$ cat config.mk
export PLATFORM = sky130hd
export DESIGN_NAME = fifo_fwft_rd
export DESIGN_NICKNAME = d
export VERILOG_FILES = /design/src/rtl/fifo_fwft_rd_pkg.sv /design/src/rtl/fifo_skid_buf.sv /design/src/rtl/fifo_fwft_rd.sv
export SDC_FILE = /design/constraint.sdc
export NUM_CORES = 1
export LEC_CHECK = 0
export ABC_AREA = 1
export CAP_MARGIN = 20
export CORE_MARGIN = 4
export CORE_UTILIZATION = 40
export DETAILED_ROUTE_END_ITERATION = 6
export SETUP_SLACK_MARGIN = 0.1
export SYNTH_ARGS = -nofsm -noshare
export SYNTH_HDL_FRONTEND = slang
export SYNTH_SLANG_ARGS = --single-unit
$ cat constraint.sdc
create_clock -name clk_rd -period 5.3 [get_ports clk_rd]
set_input_delay 1.59 -clock clk_rd [delete_from_list [all_inputs] [get_ports clk_rd]]
set_output_delay 1.59 -clock clk_rd [all_outputs]
set_load 0.1 [all_outputs]
$ cat src/rtl/fifo_fwft_rd_pkg.sv
// Shared definitions for the FWFT read controller: mem read-mode strings,
// read-latency legality check and a constant clog2 helper.
package fifo_fwft_rd_pkg;

    localparam string SHOW_AHEAD_OFF = "OFF";
    localparam string SHOW_AHEAD_ON  = "ON";

    function automatic int clog2(input int value);
        int r;
        r = 0;
        while ((1 << r) < value) r++;
        return r;
    endfunction

    function automatic bit rd_latency_ok(input int lat);
        return (lat == 1) || (lat == 2);
    endfunction

endpackage

$ cat src/rtl/fifo_skid_buf.sv
// Circular register FIFO with a combinational head output. Pointers wrap
// modulo BUF_DEPTH, so non-power-of-2 depths work.
module fifo_skid_buf
    import fifo_fwft_rd_pkg::*;
#(
    parameter int  DATA_SIZE = 8,
    parameter int  BUF_DEPTH = 2,
    localparam int PTR_W     = clog2(BUF_DEPTH),
    localparam int LVL_W     = clog2(BUF_DEPTH + 1)
) (
    input  logic                 clk,
    input  logic                 rst,
    input  logic                 wr_i,
    input  logic [DATA_SIZE-1:0] wr_data_i,
    input  logic                 rd_i,
    output logic [DATA_SIZE-1:0] head_o,
    output logic [LVL_W-1:0]     level_o,
    output logic                 empty_o
);

    logic [DATA_SIZE-1:0] mem_q [BUF_DEPTH];
    logic [PTR_W-1:0]     head_q, head_d;
    logic [PTR_W-1:0]     tail_q, tail_d;
    logic [LVL_W-1:0]     level_q, level_d;
    logic                 full;

    function automatic logic [PTR_W-1:0] ptr_inc(input logic [PTR_W-1:0] p);
        return (p == PTR_W'(BUF_DEPTH - 1)) ? '0 : p + PTR_W'(1);
    endfunction

    always_comb begin
        head_d  = rd_i ? ptr_inc(head_q) : head_q;
        tail_d  = wr_i ? ptr_inc(tail_q) : tail_q;
        level_d = level_q + LVL_W'(wr_i) - LVL_W'(rd_i);
    end

    always_ff @(posedge clk or posedge rst) begin
        if (rst) begin
            head_q  <= '0;
            tail_q  <= '0;
            level_q <= '0;
            for (int i = 0; i < BUF_DEPTH; i++) mem_q[i] <= '0;
        end else begin
            head_q  <= head_d;
            tail_q  <= tail_d;
            level_q <= level_d;
            if (wr_i) mem_q[tail_q] <= wr_data_i;
        end
    end

    assign head_o  = mem_q[head_q];
    assign level_o = level_q;
    assign empty_o = (level_q == '0);
    assign full    = (level_q == LVL_W'(BUF_DEPTH));

    // The credit rule upstream must make both of these unreachable.
    a_no_overflow: assert property (@(posedge clk) disable iff (rst) !(wr_i && full && !rd_i));
    a_no_underflow: assert property (@(posedge clk) disable iff (rst) !(rd_i && empty_o));

endmodule

$ cat src/rtl/fifo_fwft_rd.sv
// Read-side controller: issues mem reads against skid-buffer credit, tracks
// in-flight reads, and presents the result as a FWFT valid/ready stream.
module fifo_fwft_rd
    import fifo_fwft_rd_pkg::*;
#(
    parameter int  DATA_SIZE  = 8,
    parameter int  RD_LATENCY = 1,
    localparam int BUF_DEPTH  = RD_LATENCY + 1,
    localparam int LVL_W      = clog2(BUF_DEPTH + 1)
) (
    input  logic                 clk_rd,
    input  logic                 rst,
    input  logic                 mem_empty,
    output logic                 mem_rd_en,
    input  logic [DATA_SIZE-1:0] mem_rd_data,
    output logic [DATA_SIZE-1:0] dout,
    output logic                 dout_valid,
    input  logic                 dout_ready,
    output logic [LVL_W-1:0]     level
);

    localparam int CR_W = LVL_W + 1;

    if (!rd_latency_ok(RD_LATENCY)) begin : g_bad_latency
        $error("fifo_fwft_rd: RD_LATENCY must be 1 or 2");
    end

    logic [RD_LATENCY-1:0] vld_pipe_q, vld_pipe_d;
    logic [CR_W-1:0]       inflt;
    logic [CR_W-1:0]       credit;
    logic                  ret, pop, buf_empty, buf_wr, buf_rd;
    logic [DATA_SIZE-1:0]  head;

    always_comb begin
        vld_pipe_d    = '0;
        vld_pipe_d[0] = mem_rd_en;
        for (int k = 1; k < RD_LATENCY; k++) vld_pipe_d[k] = vld_pipe_q[k-1];
    end

    always_ff @(posedge clk_rd or posedge rst) begin
        if (rst) vld_pipe_q <= '0;
        else     vld_pipe_q <= vld_pipe_d;
    end

    // Every issued read, including the one returning this cycle, holds a slot.
    always_comb begin
        inflt = '0;
        for (int k = 0; k < RD_LATENCY; k++) inflt = inflt + CR_W'(vld_pipe_q[k]);
    end

    assign ret = vld_pipe_q[RD_LATENCY-1];

    // A word returning into an empty buffer is shown straight from mem, so
    // dout_valid tracks the return cycle and a same-cycle pop skips the buffer.
    assign dout_valid = !buf_empty || ret;
    assign dout       = (buf_empty && ret) ? mem_rd_data : head;
    assign pop        = dout_valid && dout_ready;
    assign buf_rd     = pop && !buf_empty;
    assign buf_wr     = ret && !(pop && buf_empty);

    assign credit    = CR_W'(level) + inflt - CR_W'(pop);
    assign mem_rd_en = !rst && !mem_empty && (credit < CR_W'(BUF_DEPTH));

    fifo_skid_buf #(
        .DATA_SIZE (DATA_SIZE),
        .BUF_DEPTH (BUF_DEPTH)
    ) u_skid (
        .clk       (clk_rd),
        .rst       (rst),
        .wr_i      (buf_wr),
        .wr_data_i (mem_rd_data),
        .rd_i      (buf_rd),
        .head_o    (head),
        .level_o   (level),
        .empty_o   (buf_empty)
    );

endmodule

==> results of run 1 <==
critical path, cell delays in order:
cell,delay (ps)
dlygate4sd2_1,240
a21boi_2,150
ha_1,270
or2_1,220
fa_1,520
nand2_2,70
nor3_4,210
buf_12,200
per-layer routing:
| metal | vias to the layer above | global-route usage, % | wire length, um |
|---|---|---|---|
| li1 | 530 | - | - |
| met1 | 473 | 18.5 | 1230 |
| met2 | 23 | 24.8 | 1290 |
| met3 | 4 | 2.52 | 98 |
| met4 | 0 | 5.79 | 36 |
| met5 | - | 0 | 0 |
state kept, by name, summed over array words and instances, names as in the netlist:
name,flops
u_skid.mem_q,16
u_skid.level_o,2
ret,1
u_skid.head_q,1
u_skid.tail_q,1
cells in the mapped netlist:
cell	n	area [sq um]
nor3_1	1	5.00
o21ai_0	9	45.0
ha_1	3	37.5
dfrtp_1	21	526
nand2_1	48	180
a21boi_0	1	7.51
nor2_1	8	30.0
nand3_2	1	10.0
buf_6	4	45.0
xor2_1	1	8.76
fa_1	1	20.0
buf_2	3	15.0
xnor2_1	2	17.5
clkinv_1	1	3.75
a21oi_1	8	40.0
or2_1	1	6.26
inv_1	16	60.1
nor2_4	1	11.3
nand2_4	2	22.5
nand3_4	1	17.5
nand4_1	16	100
worst paths after layout:
kind | cells past startpoint | to | slack, ps
setup reg to reg | 8 | ret | 3110
hold reg to reg | 2 | u_skid.mem_q[9] | 480
max in group asynchronous | 3 | u_skid.level_o[0] | 3420
min in group asynchronous | 3 | u_skid.mem_q[14] | 1660
hold / removal | 2 | u_skid.mem_q[9] | 480
setup / recovery | 8 | mem_rd_en | 240
cells by family after synthesis:
group	after synthesis	synth area share (%)
AND/OR/NAND/NOR	79	31.7
buffers and inverters	24	10.2
flip-flops	21	43.5
AO/OA/AOI/OAI	18	7.66
adder cells (fa/ha/maj)	4	4.76
XOR/XNOR	3	2.17
stage by stage:
step           TNS [ps]  utilization, %
2_1_floorplan         0               -
3_3_place_gp          0            51.0
3_5_place_dp      -6.03            51.0
4_1_cts               0            52.1
5_1_grt               0            52.1
6_report              0            52.1
final cells by class:
class                   instances  area, sq um  area share (%)
multi-input cells             104          577            39.1
flip-flops and latches         21          526            35.7
repair buffers                 26          241            16.4
inverters                      17         63.8            4.33
well taps                      31         38.8            2.63
clock buffers                   3         22.5            1.53
clock inverters                 1         5.00           0.340
==> flow_summary.ini, run 1 <==
[run_status]
run_status = finished, final reports clean

[sta]
worst_slack_setup_final_ps = 236
finClkSkew_ps = 8.30
hold-worst-slack_ps = 479
max_freq_mhz = 197
max_slew.worst_pin.slew_ps = 974
final-hold-violation-count = 0
grt_setup_unrepaired = false
slew_headroom_pct = 34.9
finalCriticalPeriod_ps = 5060
final.period_utilization_pct = 95.6
timing.final.max_slew_violations = 0
final-setup-viol-count = 0

[routing]
drt_pre_antenna_iters = 4
drt-vias-per-instance = 5.07
wire_length_per_cell_after_detailed_routing_um = 13.1
dr.first_iter.drc_count = 47
dr_total_vias = 1030
wirelength_um = 2660
drcViolationCount = 0
drt.antenna.violating_nets = 0

[place]
gpl.final_weighted_congestion = 0.718
dp.cells = 199
post-dp-hpwl_um = 1870
io_buffers = 23
post_dp_area_sq_mm = 0.00144
preCtsSetupSlack_ps = -6.03

[finish]
num-fill-cells = 290
final_cell_count_no_fill = 203
final_cell_mix = 47 x nand2_1, 21 x dfrtp_1, 16 x nand4_1, 16 x inv_1, 13 x clkdlybuf4s50_1
stdcell_area_sq_mm = 0.00147
mostFrequentLayoutCell = nand2_1
synthToLayoutAreaGrowth_pct = 21.9
final_net_count = 189
antennaDiodeCount = 0
layout-drive-gt1-share_pct = 14.0

[cts]
cts.sinks = 21
clk_pin_slew_worst_paths_ps = 120
tritoncts = done
clock_latency_ps = 310
tritoncts.num_buffers = 3
cts.hold.buffers_added = 0
setup_fix_buffers_added_after_clock_tree_synthesis = 0
cts-htree-levels = 1
clock_tree_buffer_depth = 2
clock_tree_root_driver_cell = clkbuf_4
post_cts_resize_count = 2

[yosys]
synth_fp_nets = 165
synth_instances = 149
post_synth.cell_area_avg_sq_um = 8.11
synth_warnings = 0
yosys_reg_bits = 21
mappedNetlistArea_sq_mm = 0.00121
synth.distinct_cells = 21
sequential_area_share_after_synthesis_pct = 43.5

[setup_path]
cp_data_required_time_ps = 3710
worst_setup_path_start_kind = input pin
cp-end-kind = output port
crit_path_kind = in -> out
cp-startpoint = dout_ready
timing.rr.start = ret
crit_arrival_ps = 3470
timing.critical_path.fanout_max = 2

[floorplanning]
start_util_pct = 42.7
core.rowCount = 19
core-area_sq_mm = 0.00283
die-area_sq_mm = 0.00397
chipHeight_um = 63.0
top_level_ports = 24
die_w_um = 63.0

[global_route]
grt_start_max_net_pins = 22
initial_antenna_violation_count = 0
first_global_vias = 1020
global_route_wire_length_before_repair_um = 4640
track_usage_pct = 14.7
grt.overflow.total = 0

[run]
maxCapViolCount = 0

[worst_hold_path]
worstHoldStart = u_skid.mem_q[9]
timing.hold.worst.class = reg -> reg
Power of run 1 is left out: the tool's default activity adds up to more than one toggle a clock period on the data nets, which glitch-free logic cannot reach.
==> run 2, diff against run 1 <==
- SLEW_MARGIN: not set -> 40
- clock period: 5.3 -> 5.52 ns (I/O delays scaled with it)
==> run 2 against run 1 <==
  * Hold slack hardly changed
  * Highest routed layer unchanged
  * Non-clock buffer count unchanged
  * Clock-buffer cell count increased by 1
==> flow_summary.ini, run 2 (synthesized netlist as in run 1, its figures left out) <==
[cts]
clock_tree_root_driver_cell = clkbuf_4
clk_pin_slew_worst_paths_ps = 120
cts.sinks = 21
tritoncts = done
tritoncts.num_buffers = 3
cts-htree-levels = 1
clock_tree_buffer_depth = 2
clock_latency_ps = 300
setup_fix_buffers_added_after_clock_tree_synthesis = 0

[routing]
wirelength_um = 2730
dr_total_vias = 1034
drcViolationCount = 0
dr.first_iter.drc_count = 47
wire_length_per_cell_after_detailed_routing_um = 13.4
drt-vias-per-instance = 5.09
drt.antenna.violating_nets = 0
drt_pre_antenna_iters = 4

[setup_path]
regToRegEndpoint = ret
worst_setup_path_start_kind = input pin
rrSetupSlack_ps = 3310
cp-end-kind = output port
crit_path_kind = in -> out
crit_arrival_ps = 3430
timing.rr.start = ret
worstSetupPathDepth = 8
timing.critical_path.fanout_max = 2
cp-startpoint = dout_ready
worst-r2r-cell-count = 8
crit_path_to = mem_rd_en
cpPeakStageDelay_ps = 490
timing.critical_path.buf_inv = 2
cp_data_required_time_ps = 3860
cpLargestDelayFamily = adder cells
crit_path_cell_trace = dlymetal6s2s_1 > a21boi_2 > ha_1 > or2_1 > fa_1 > nand2_2 > nor3_4 > buf_12
crit_path_top_delay_cell = fa_1

[worst_hold_path]
timing.hold.worst.class = reg -> reg
whs_path_depth = 2

[run_status]
run_status = finished, final reports clean

[global_route]
grt_start_max_net_pins = 22
global_route_wire_length_before_repair_um = 4760
initial_antenna_violation_count = 0
track_usage_pct = 15.1
first_global_vias = 1006
grt.overflow.total = 0

[finish]
largest_reg_flops = 16
regMostFlops = u_skid.mem_q
num-fill-cells = 271
antennaDiodeCount = 0
seqCellArea_sq_um = 526
multi_input_area_sq_um = 577
mostFrequentLayoutCell = nand2_1
layout-drive-gt1-share_pct = 15.1
synthToLayoutAreaGrowth_pct = 20.9
final_net_count = 189
final_cell_mix = 47 x nand2_1, 21 x dfrtp_1, 16 x nand4_1, 16 x inv_1, 11 x buf_4

[floorplanning]
core.rowCount = 19
die_w_um = 63.0
top_level_ports = 24
chipHeight_um = 63.0
core-area_sq_mm = 0.00283
die-area_sq_mm = 0.00397
start_util_pct = 42.7

[sta]
finClkSkew_ps = 0.552
final-setup-viol-count = 0
finalCriticalPeriod_ps = 5090
grt_setup_unrepaired = false
max_freq_mhz = 196
timing.final.max_slew_violations = 0
final.period_utilization_pct = 92.2
final-hold-violation-count = 0
max_slew.worst_pin.slew_ps = 540
slew_headroom_pct = 64.0
timing.setup.tns_ps = 0

[place]
post-dp-hpwl_um = 1870
gpl.final_weighted_congestion = 0.727
io_buffers = 23

[run]
maxCapViolCount = 0
==> run 2: cell type report <==
class | instances | area share (%)
inverter | 17 | 4.37
sequential | 21 | 36.0
timing repair buffer | 26 | 15.8
multi-input combinational | 104 | 39.5
tap | 31 | 2.65
clock buffer | 4 | 1.80
==> run 2: repair_timing <==
item | 4_1_cts | 5_1_grt
resized for setup | 2 | 2
pin swaps | 1 | 1
endpoints found under the setup margin | 1 | 1
hold buffers | 0 | 0
==> run 2: per-stage QoR <==
stage | instance area (sq um) | setup WS, ps | hold WS [ps] | std cells | util (%)
detailed placement | 1430 | 48.9 | 454 | 199 | 50.4
floorplan | 1220 | 183 | 437 | 149 | -
global placement | 1440 | 113 | 450 | 199 | 51.0
CTS | 1460 | 101 | 483 | 203 | 51.5
finish | 1460 | 431 | 479 | 203 | 51.7
global route | 1460 | 368 | 502 | 203 | 51.7
==> run 2: worst min path at each step <==
stage | slack [ps] | to | from
6_report | 480 | u_skid.mem_q[13] | u_skid.mem_q[13]
5_1_grt | 500 | u_skid.mem_q[2] | u_skid.mem_q[2]
4_1_cts | 480 | u_skid.mem_q[13] | u_skid.mem_q[13]
3_5_place_dp | 450 | u_skid.mem_q[9] | u_skid.mem_q[9]
3_3_place_gp | 450 | u_skid.mem_q[9] | u_skid.mem_q[9]
2_1_floorplan | 440 | u_skid.mem_q[10] | u_skid.mem_q[10]
==> run 2: worst register-to-register path, cell delays in order, from the launching register on <==
cell	delay, ps
dfrtp_1	340
buf_4	260
inv_1	130
a21boi_2	160
ha_1	230
or2_1	240
fa_1	490
nand2_2	70
nor3_4	210
==> run 2: routing by layer <==
layer / vias to the layer above / routed length [um] / GRT usage [%]
met3: 2 / 92 / 2.88
met1: 482 / 1300 / 19.4
li1: 531 / - / -
met2: 19 / 1320 / 25.2
met4: 0 / 20 / 4.96
met5: - / 0 / 0
Power of run 2 is left out for the same reason.
==> run 3, diff against run 2 <==
- CTS_CLUSTER_DIAMETER: not set -> 50
==> results of run 3 <==
No change in the layout: final DEF, timing and power equal those of run 2.
Power of run 3 is left out for the same reason.
